==> src/rtl/akuma_pkg.sv <==
// rtl/akuma_pkg.sv - shared types, constants and helpers for the Akuma motion controller
//
// Purpose: character state encoding (doubles as the sprite-set select), per-state
// animation frame counts, screen/sprite geometry and the clamped horizontal step.
// Ports: none (package).
package akuma_pkg;

  localparam int SCREEN_W = 640;
  localparam int SPRITE_W = 140;
  localparam int SPRITE_H = 161;

  localparam logic [2:0] SPR_IDLE   = 3'd0;
  localparam logic [2:0] SPR_WALK   = 3'd1;
  localparam logic [2:0] SPR_CROUCH = 3'd2;
  localparam logic [2:0] SPR_JUMP   = 3'd3;
  localparam logic [2:0] SPR_ATTACK = 3'd4;

  // State values equal the sprite-set codes so sprite_sel is the state register itself.
  typedef enum logic [2:0] {
    ST_IDLE   = SPR_IDLE,
    ST_WALK   = SPR_WALK,
    ST_CROUCH = SPR_CROUCH,
    ST_JUMP   = SPR_JUMP,
    ST_ATTACK = SPR_ATTACK
  } state_e;

  localparam logic [2:0] FRAMES_IDLE   = 3'd4;
  localparam logic [2:0] FRAMES_WALK   = 3'd6;
  localparam logic [2:0] FRAMES_CROUCH = 3'd1;
  localparam logic [2:0] FRAMES_JUMP   = 3'd2;  // counter value unused; jump frame comes from vy
  localparam logic [2:0] FRAMES_ATTACK = 3'd4;

  function automatic logic [2:0] frames_of(input state_e s);
    case (s)
      ST_WALK:   frames_of = FRAMES_WALK;
      ST_CROUCH: frames_of = FRAMES_CROUCH;
      ST_JUMP:   frames_of = FRAMES_JUMP;
      ST_ATTACK: frames_of = FRAMES_ATTACK;
      default:   frames_of = FRAMES_IDLE;
    endcase
  endfunction

  // One horizontal step with saturation at 0 and x_max; no movement unless exactly
  // one direction is requested.
  function automatic logic [9:0] step_x(input logic [9:0] x, input logic go_left,
                                        input logic go_right, input logic [9:0] speed,
                                        input logic [9:0] x_max);
    logic [10:0] sum;
    sum    = {1'b0, x} + {1'b0, speed};
    step_x = x;
    if (go_right && !go_left) begin
      step_x = (sum > {1'b0, x_max}) ? x_max : sum[9:0];
    end else if (go_left && !go_right) begin
      step_x = (x < speed) ? 10'd0 : x - speed;
    end
  endfunction

endpackage

==> src/rtl/akuma_anim_counter.sv <==
// rtl/akuma_anim_counter.sv - animation divider plus frame index counter
//
// Purpose: counts frame ticks; every DIV ticks the frame index advances and wraps at
// frame_cnt_i. clear_i (qualified by tick_i) restarts both counters.
// Ports:
//   clk_i, rst_ni   clock, asynchronous active-low reset
//   tick_i          advance enable (one per video frame)
//   clear_i         restart divider and frame index on this tick
//   frame_cnt_i     number of frames in the current sprite set (>=1)
//   frame_o         current frame index
//   wrap_o          this tick would wrap the frame index back to 0
module akuma_anim_counter #(
  parameter int DIV = 6
) (
  input  logic       clk_i,
  input  logic       rst_ni,
  input  logic       tick_i,
  input  logic       clear_i,
  input  logic [2:0] frame_cnt_i,
  output logic [2:0] frame_o,
  output logic       wrap_o
);

  localparam int            DW       = (DIV > 1) ? $clog2(DIV) : 1;
  localparam logic [DW-1:0] DIV_LAST = DW'(DIV - 1);

  logic [DW-1:0] div_q, div_d;
  logic [2:0]    frame_q, frame_d;
  logic          div_last, frame_last;

  assign div_last   = (div_q == DIV_LAST);
  assign frame_last = (frame_q == frame_cnt_i - 3'd1);
  assign wrap_o     = div_last & frame_last;
  assign frame_o    = frame_q;

  always_comb begin
    div_d   = div_q;
    frame_d = frame_q;
    if (tick_i) begin
      if (clear_i) begin
        div_d   = '0;
        frame_d = 3'd0;
      end else if (div_last) begin
        div_d   = '0;
        frame_d = frame_last ? 3'd0 : frame_q + 3'd1;
      end else begin
        div_d = div_q + DW'(1);
      end
    end
  end

  always_ff @(posedge clk_i or negedge rst_ni) begin
    if (!rst_ni) begin
      div_q   <= '0;
      frame_q <= 3'd0;
    end else begin
      div_q   <= div_d;
      frame_q <= frame_d;
    end
  end

endmodule

==> src/rtl/akuma_move_ctrl.sv <==
// rtl/akuma_move_ctrl.sv - per-frame motion and animation sequencer for Akuma
//
// Purpose: samples the keys on each frame_tick, runs the idle/walk/crouch/jump/attack
// state machine, integrates jump physics, clamps X to the screen and produces sprite
// position, sprite-set select and animation frame.
// Optional feature: define AKUMA_AIR_CONTROL_EN to steer (and turn) while airborne;
// otherwise the direction is latched at takeoff and facing is frozen in the air.
// Ports:
//   vga_clk, reset_n        pixel clock, asynchronous active-low reset
//   frame_tick              one-cycle pulse per frame; all updates happen on it
//   key_left/right/up/down/atk  control requests
//   AkumaX, AkumaY          sprite origin
//   sprite_sel, anim_frame  sprite set and frame index within it
//   facing_left, airborne   flip request, high while jumping
module akuma_move_ctrl
  import akuma_pkg::*;
#(
  parameter int START_X    = 100,
  parameter int GROUND_Y   = 300,
  parameter int X_MAX      = SCREEN_W - SPRITE_W,
  parameter int WALK_SPEED = 2,
  parameter int JUMP_VEL   = 12,
  parameter int GRAVITY    = 1,
  parameter int ANIM_DIV   = 6
) (
  input  logic       vga_clk,
  input  logic       reset_n,
  input  logic       frame_tick,
  input  logic       key_left,
  input  logic       key_right,
  input  logic       key_up,
  input  logic       key_down,
  input  logic       key_atk,
  output logic [9:0] AkumaX,
  output logic [9:0] AkumaY,
  output logic [2:0] sprite_sel,
  output logic [2:0] anim_frame,
  output logic       facing_left,
  output logic       airborne
);

  localparam logic [9:0]        START_XV = 10'(START_X);
  localparam logic [9:0]        GROUND_V = 10'(GROUND_Y);
  localparam logic signed [10:0] GROUND_S = 11'(GROUND_Y);
  localparam logic [9:0]        X_MAX_V  = 10'(X_MAX);
  localparam logic [9:0]        SPEED_V  = 10'(WALK_SPEED);
  localparam logic signed [10:0] JUMP_V  = 11'(JUMP_VEL);
  localparam logic signed [10:0] GRAV_V  = 11'(GRAVITY);

  state_e             state_q, state_d;
  logic [9:0]         x_q, x_d;
  logic [9:0]         y_q, y_d;
  logic signed [10:0] vy_q, vy_d;
  logic               facing_q, facing_d;
  logic signed [10:0] y_next;
  logic               go_left, go_right;
  logic               air_left, air_right, air_steer;
  logic [2:0]         anim_q;
  logic               anim_wrap;

  // Both or neither horizontal key cancels out.
  assign go_left  = key_left & ~key_right;
  assign go_right = key_right & ~key_left;

`ifdef AKUMA_AIR_CONTROL_EN
  assign air_left  = go_left;
  assign air_right = go_right;
  assign air_steer = 1'b1;
`else
  logic [1:0] jdir_q, jdir_d;  // {left, right} carried through the jump
  logic       takeoff;

  assign takeoff = frame_tick & ((state_q == ST_IDLE) | (state_q == ST_WALK)) & ~key_atk & key_up;

  // Only a walking takeoff carries momentum; from IDLE the jump is vertical.
  always_comb begin
    jdir_d = jdir_q;
    if (takeoff) jdir_d = (state_q == ST_WALK) ? {go_left, go_right} : 2'b00;
  end

  always_ff @(posedge vga_clk or negedge reset_n) begin
    if (!reset_n) jdir_q <= 2'b00;
    else          jdir_q <= jdir_d;
  end

  assign air_left  = jdir_q[1];
  assign air_right = jdir_q[0];
  assign air_steer = 1'b0;
`endif

  assign y_next = $signed({1'b0, y_q}) + vy_q;

  always_comb begin
    state_d  = state_q;
    x_d      = x_q;
    y_d      = y_q;
    vy_d     = vy_q;
    facing_d = facing_q;
    if (frame_tick) begin
      unique case (state_q)
        ST_IDLE, ST_WALK: begin
          if (key_atk) begin
            state_d = ST_ATTACK;
          end else if (key_up) begin
            state_d = ST_JUMP;
            vy_d    = -JUMP_V;
          end else if (key_down) begin
            state_d = ST_CROUCH;
          end else if (go_left | go_right) begin
            state_d  = ST_WALK;
            x_d      = step_x(x_q, go_left, go_right, SPEED_V, X_MAX_V);
            facing_d = go_left;
          end else begin
            state_d = ST_IDLE;
          end
        end
        ST_CROUCH: begin
          if (!key_down) state_d = ST_IDLE;
        end
        ST_JUMP: begin
          x_d = step_x(x_q, air_left, air_right, SPEED_V, X_MAX_V);
          if (air_steer && (air_left | air_right)) facing_d = air_left;
          if (y_next >= GROUND_S) begin
            y_d     = GROUND_V;
            vy_d    = '0;
            state_d = ST_IDLE;
          end else begin
            y_d  = y_next[9:0];
            vy_d = vy_q + GRAV_V;
          end
        end
        ST_ATTACK: begin
          if (anim_wrap) state_d = ST_IDLE;
        end
        default: state_d = ST_IDLE;
      endcase
    end
  end

  always_ff @(posedge vga_clk or negedge reset_n) begin
    if (!reset_n) begin
      state_q  <= ST_IDLE;
      x_q      <= START_XV;
      y_q      <= GROUND_V;
      vy_q     <= '0;
      facing_q <= 1'b0;
    end else begin
      state_q  <= state_d;
      x_q      <= x_d;
      y_q      <= y_d;
      vy_q     <= vy_d;
      facing_q <= facing_d;
    end
  end

  // state_d differs from state_q only on a tick, so this is a tick-qualified clear.
  akuma_anim_counter #(
    .DIV (ANIM_DIV)
  ) u_anim (
    .clk_i       (vga_clk),
    .rst_ni      (reset_n),
    .tick_i      (frame_tick),
    .clear_i     (state_d != state_q),
    .frame_cnt_i (frames_of(state_q)),
    .frame_o     (anim_q),
    .wrap_o      (anim_wrap)
  );

  assign AkumaX      = x_q;
  assign AkumaY      = y_q;
  assign sprite_sel  = state_q;
  // Jump shows rising (0) versus falling/apex (1) instead of the timed sequence.
  assign anim_frame  = (state_q == ST_JUMP) ? (vy_q[10] ? 3'd0 : 3'd1) : anim_q;
  assign facing_left = facing_q;
  assign airborne    = (state_q == ST_JUMP);

endmodule

==> config.mk <==
export PLATFORM = sky130hd
export DESIGN_NAME = akuma_move_ctrl
export DESIGN_NICKNAME = d
export VERILOG_FILES = /design/src/rtl/akuma_pkg.sv /design/src/rtl/akuma_anim_counter.sv /design/src/rtl/akuma_move_ctrl.sv
export SDC_FILE = /design/constraint.sdc
export NUM_CORES = 1
export LEC_CHECK = 0
export ABC_CLOCK_PERIOD_IN_PS = 7500
export BUFFER_PORTS_ARGS = -buffer_cell sky130_fd_sc_hd__buf_4
export CELL_PAD_IN_SITES_DETAIL_PLACEMENT = 1
export CELL_PAD_IN_SITES_GLOBAL_PLACEMENT = 2
export CORE_MARGIN = 2
export CORE_UTILIZATION = 39
export CTS_CLUSTER_SIZE = 24
export DETAILED_ROUTE_END_ITERATION = 10
export MAX_ROUTING_LAYER = met4
export PLACE_DENSITY_LB_ADDON = 0.25
export SYNTH_ARGS = -nofsm -noshare
export SYNTH_HDL_FRONTEND = slang
export SYNTH_HIERARCHICAL = 1
export SYNTH_SLANG_ARGS = --single-unit
export TNS_END_PERCENT = 1
==> constraint.sdc <==
create_clock -name vga_clk -period 7.5 [get_ports vga_clk]
set_clock_uncertainty 0.2 [all_clocks]
set_input_delay 0.75 -clock vga_clk [delete_from_list [all_inputs] [get_ports vga_clk]]
set_output_delay 0.75 -clock vga_clk [all_outputs]
set_load 0.005 [all_outputs]
[Yosys cells after proc, flatten, opt, wreduce, memory -nomap -nowiden]
Cells that the tools add are included.
Word-level totals
  word-level logic and storage cells: 96
  output and inout bits: 28
  register bits after elaboration: 43
  bits of input ports: 8
Cells by class
  $lt $le $gt $ge: 3
  equality and inequality tests: 14
  $add $sub $neg: 7
  reductions and logical operators: 17
  bitwise gates (word level): 13
  mux-type cells: 34
Operators by type and width (number)
  2-to-1 mux 10 bit: 11
  2-to-1 mux 11 bit: 3
  2-to-1 mux 3 bit: 11
  case mux 11 bit (2 select lines): 1
  case mux 10 bit (2 select lines): 1
  case mux 3 bit (4 select lines): 1
  adder 10 x 2 -> 11 bit, second input constant: 1
  adder 11 bit: 1
  adder 11 x 2 -> 11 bit, second input constant: 1
  greater-or-equal comparator 11 x 10 -> 1 bit, second input constant: 1
  > comparator 11 x 9 -> 1 bit, second input constant: 1
  < comparator 10 x 2 -> 1 bit, second input constant: 1
  inequality test 2 bit, second input constant: 5
  subtractor 10 x 2 -> 10 bit, second input constant: 1
  case mux 3 bit (3 select lines): 1
  AND reduction 8 bit: 1
  adder 3 x 1 -> 3 bit, second input constant: 2
  AND 1 bit: 6
  == test 3 x 2 -> 1 bit, second input constant: 2
  == test 3 bit, second input constant: 2
  2-to-1 mux 2 bit: 3
  AND reduction 6 bit: 1
  inverter 1 bit: 5
  logical AND 1 bit: 4
  other kinds (14): 21

[Depth between registers and ports, before layout]
  depth in word-level cells: 12
  mapped depth: 16
  mapped depth without buffers: 15

[Hierarchy]
The synthesis kept the hierarchy.
Modules (own cells, without submodules)
  akuma_move_ctrl: seq. area each 934.6 sq um, instances 1, cells an instance 363, area each 2990.4 sq um
  akuma_anim_counter: seq. area each 150.1 sq um, instances 1, cells an instance 39, area each 397.9 sq um

[Worst setup path after synthesis]
OpenSTA, ideal clock, no wires.
  path kind: register -> register
  start point: register y_q[0] (netlist: AkumaY[0])
  end point: register u_anim.frame_q[2] (netlist: u_anim/frame_o[2])
  cell stages (with the launch flop): 13
  setup slack: 4044 ps
  setup time: 66 ps
  path buffers: 0
  required time: 7234 ps
  period minus slack after synthesis: 3456 ps
  arrival: 3190 ps
  cells stage by stage: dfrtp_1 ha_1 fa_1 and3_4 or3_4 a221oi_2 o211ai_2 a21oi_4 nor3_1 o21a_1 or3b_1 o41ai_1 a22o_1
Between the ends
  longest elaborated chain between the ends: 8
  elaborated cells between the ends (all ways): 9
  those cells by class: add/sub: 1; order compare: 1; eq/ne: 1; mux: 4; reduce/logical: 2
RTL lines
  start, declared: line akuma_move_ctrl.sv:52  | logic [9:0] y_q, y_d;
  start signal, assigned: line akuma_move_ctrl.sv:150  | y_q <= y_d;
  adder 11 bit *: line akuma_move_ctrl.sv:91  | assign y_next = $signed({1'b0, y_q}) + vy_q;
  greater-or-equal comparator 11 x 10 -> 1 bit *: line akuma_move_ctrl.sv:123  | if (y_next >= GROUND_S) begin
  2-to-1 mux 3 bit *: line akuma_move_ctrl.sv:123
  case mux 3 bit (4 select lines) *: line akuma_move_ctrl.sv:100  | unique case (state_q)
  2-to-1 mux 3 bit *: line akuma_move_ctrl.sv:99  | if (frame_tick) begin
  inequality test 3 bit *: line akuma_move_ctrl.sv:163  | .clear_i (state_d != state_q),
  nonzero test 2 bit (no source line)
  AND reduction 2 bit (no source line)
  end signal, assigned: line akuma_anim_counter.sv:58  | frame_q <= frame_d;
  end, declared: line akuma_anim_counter.sv:28  | logic [2:0] frame_q, frame_d;
Mark *: on every way between the ends. The rest lies on a longest branch, timed or not.
A chain may end at the register's enable or synchronous reset.

[Final worst setup path]
  start point: register vy_q[0]
  end point: register u_anim.frame_q[2] (netlist: u_anim/frame_o[2])
Between the ends
  longest elaborated chain between the ends: 8
  elaborated cells between the ends (all ways): 9
  those cells by class: add/sub: 1; order compare: 1; eq/ne: 1; mux: 4; reduce/logical: 2
RTL lines
  start, declared: line akuma_move_ctrl.sv:53  | logic signed [10:0] vy_q, vy_d;
  start signal, assigned: line akuma_move_ctrl.sv:151  | vy_q <= vy_d;
  adder 11 bit *: line akuma_move_ctrl.sv:91
  greater-or-equal comparator 11 x 10 -> 1 bit *: line akuma_move_ctrl.sv:123
  2-to-1 mux 3 bit *: line akuma_move_ctrl.sv:123
  case mux 3 bit (4 select lines) *: line akuma_move_ctrl.sv:100
  2-to-1 mux 3 bit *: line akuma_move_ctrl.sv:99
  inequality test 3 bit *: line akuma_move_ctrl.sv:163
  nonzero test 2 bit (no source line)
  AND reduction 2 bit (no source line)
Marked as above.

==> impl_metrics.csv <==
group,metric,value,unit
synth,synth_edf_count,0,
routing,route.detailed.drc,0,
routing,ant_nets,0,
die,die_w,97.21,µm
clock_network,post_cts_hold_buffer_count,0,
die,pin_count,36,
power,total_power,1.716,mW
timing,finalCritPeriodShare,49.81,%
clock_network,clk_pin_slew,0.09,ns
timing,slew_violations,0,
synth,syn_inst,402,
global_route,overflow,0,
clock_network,htree_levels,2,
timing,holdWs,0.2259,ns
global_route,antenna_found_initial,0,
setup_path,crit_fanout,10,
synth,synthDistinctLibCells,82,
clock_network,worstSkewPairLatency,0.31,ns
synth,netlist_area,3388,µm²
synth,synth_area_leader_cell,"dfrtp_1",
clock_network,clk_path_buf_depth,2,
setup_path,arrival,3.79,ns
placed_design,port_buffers,35,
setup_path,crit_path_start_kind,"register",
synth,yosysMostFrequentCell,"nand2_1",
die,row_count,34,
hold_path,hold_path_class,"in -> async",
clock_network,cts_tree,"built",
synth,synth.area.top_cells,"dfrtp_1, ha_1, dfstp_2",
clock_network,cts_resized,0,
global_route,grt_pass1_vias,3162,
cells_and_area,num_antenna_cells,0,
routing,totalWireLength,9.233,mm
clock_network,cts_made_buffers,5,
synth,async_flop_share,100.0,%
synth,ys.flop_type,"dfrtp_1",
setup_path,criticalPathCategory,"reg -> reg",
status,status,"finished, final reports clean",
clock_network,cts_setup_buffers,0,
routing,wl_per_cell,17.29,µm
power,power.leakage,1.613,nW
timing,setup_viol,0,
routing,first_iter_violations,89,
die,die_h,97.21,µm
run,maxCapViolCount,0,
die,core,8551,µm²
timing,worst_pin_slew,1.107,ns
synth,synth_nets,428,
setup_path,end_kind,"register",
timing,rsz0062_at_grt,"false",
synth,ys.warnings.count,6,
placed_design,dp_hpwl,6.842,mm
clock_network,clock-sinks,43,
global_route,grt_max_degree,44,
synth,synth_common_cells,"nand2_1, dfrtp_1, o21ai_0, a21oi_1, nor2_1",
synth,synth-seq-area-share,32.02,%
clock_network,cts_root_buf,"clkbuf_8",
synth,synth.avg_cell_area,8.428,µm²
die,initial_core_util,39.63,%
routing,vias_per_cell,5.929,
global_route,grt.total_usage,20.64,%
power,p_per_area,453.2,nW/µm²
power,irDropWorstVdd,0.2775,mV
global_route,grt_pass1_wl,15.81,mm
synth,ys_ff_latch,43,
timing,period_minus_slack,3.736,ns
cells_and_area,drive_above_1_share,17.84,%
timing,fmax,0.2677,GHz
routing,dr.pass1.iters,4,
timing,hold_viol,0,
timing,tns,0,ns
synth,synth_top_area_share,26.59,%
routing,num_vias,3166,
timing,relSlewSlack,26.07,%
cells_and_area,fin_nets,452,
cells_and_area,areaGrowthSynthToFinish,11.74,%
setup_path,crit_required,7.55,ns
placed_design,gp_congestion,0.8489,
die,die_area,9450,µm²
[power breakdown]
group | switching [mW] | total [mW] | internal [mW]
clock network | 0.0864 | 0.159 | 0.0725
registers | 0.119 | 0.437 | 0.318
logic | 0.657 | 1.12 | 0.463
[cells in the final DEF, fill, tap and decap left out, types with 7 or more instances in the layout]
cell type	n
nor2b_1	8
a21oi_1	28
o21ai_0	30
o22ai_1	9
inv_1	18
nor3_1	9
buf_4	36
ha_1	17
nand2_1	49
or3_1	7
nor2_1	28
nand3_1	13
dfrtp_1	36
dfstp_2	7
o21a_1	7
xnor2_1	8
[critical path: stages (launching register included)]
cell and delay, ns:
dfrtp_1 0.43, ha_1 0.27, fa_1 0.49, and3_4 0.22, or3_4 0.37, a221oi_2 0.29, o211ai_2 0.14, a21oi_4 0.32
nor3_1 0.09, o21a_1 0.26, nand2b_1 0.20, o41ai_1 0.26, a22o_1 0.17
[area by class of cell]
class / instances / area [µm²]
clock buffers: 6 / 82.58
clock inverters: 1 / 5.005
fillers: 1049 / 4765
inverters: 18 / 67.56
multi-input cells: 322 / 2141
flip-flops and latches: 43 / 1085
well taps: 108 / 135.1
repair buffers: 36 / 270.3
[logic make-up after synthesis]
group           synth area share (%)
compound gates                 29.28
xor+xnor                       3.287
fa+ha+maj                      6.868
buf+inv                        4.800
flops                          32.02
mux                            1.366
simple gates                   22.38
[metrics by stage]
step | cell area, µm² | std cells | utilization, % | worst slack (ns)
final | 3786 | 534 | 44.28 | 3.764
after detailed placement | 3699 | 527 | 43.25 | 3.745
after CTS | 3786 | 534 | 44.28 | 3.726
after global routing | 3786 | 534 | 44.28 | 3.494
after global placement | 3699 | 527 | 43.25 | 3.852
after floorplan | 3388 | 402 | - | 4.044
[state kept, by name (all words and copies together), names as in the netlist]
name / count
AkumaY: 10
u_anim/frame_o: 3
AkumaX: 10
facing_left: 1
sprite_sel: 3
vy_q: 11
u_anim/div_q: 3
jdir_q: 2
[routing by layer]
layer,up-vias,global-route usage (%),part of all wire (%)
met1,1590,27.61,48
li1,1535,-,-
met4,0,4.701,0.94
met2,32,33.60,49
met5,-,-,0
met3,9,2.878,2.0
[worst paths after layout]
check	from	slack, ns	depth (start not counted)	endpoint
max in group asynchronous	reset_n	6.45	1	vy_q[2]$_DFFE_PN0P_
hold reg to reg	AkumaY[7]$_DFFE_PN0P_	0.33	2	AkumaY[7]$_DFFE_PN0P_
setup reg to reg	vy_q[0]$_DFFE_PN0P_	3.76	12	u_anim/frame_o[2]$_DFFE_PN0P_
min in group vga_clk	AkumaY[7]$_DFFE_PN0P_	0.33	2	AkumaY[7]$_DFFE_PN0P_
setup / recovery	vy_q[0]$_DFFE_PN0P_	3.76	12	u_anim/frame_o[2]$_DFFE_PN0P_
hold / removal	reset_n	0.23	1	facing_left$_DFFE_PN0P_
Note: power is estimated with default switching activity, not from simulation.
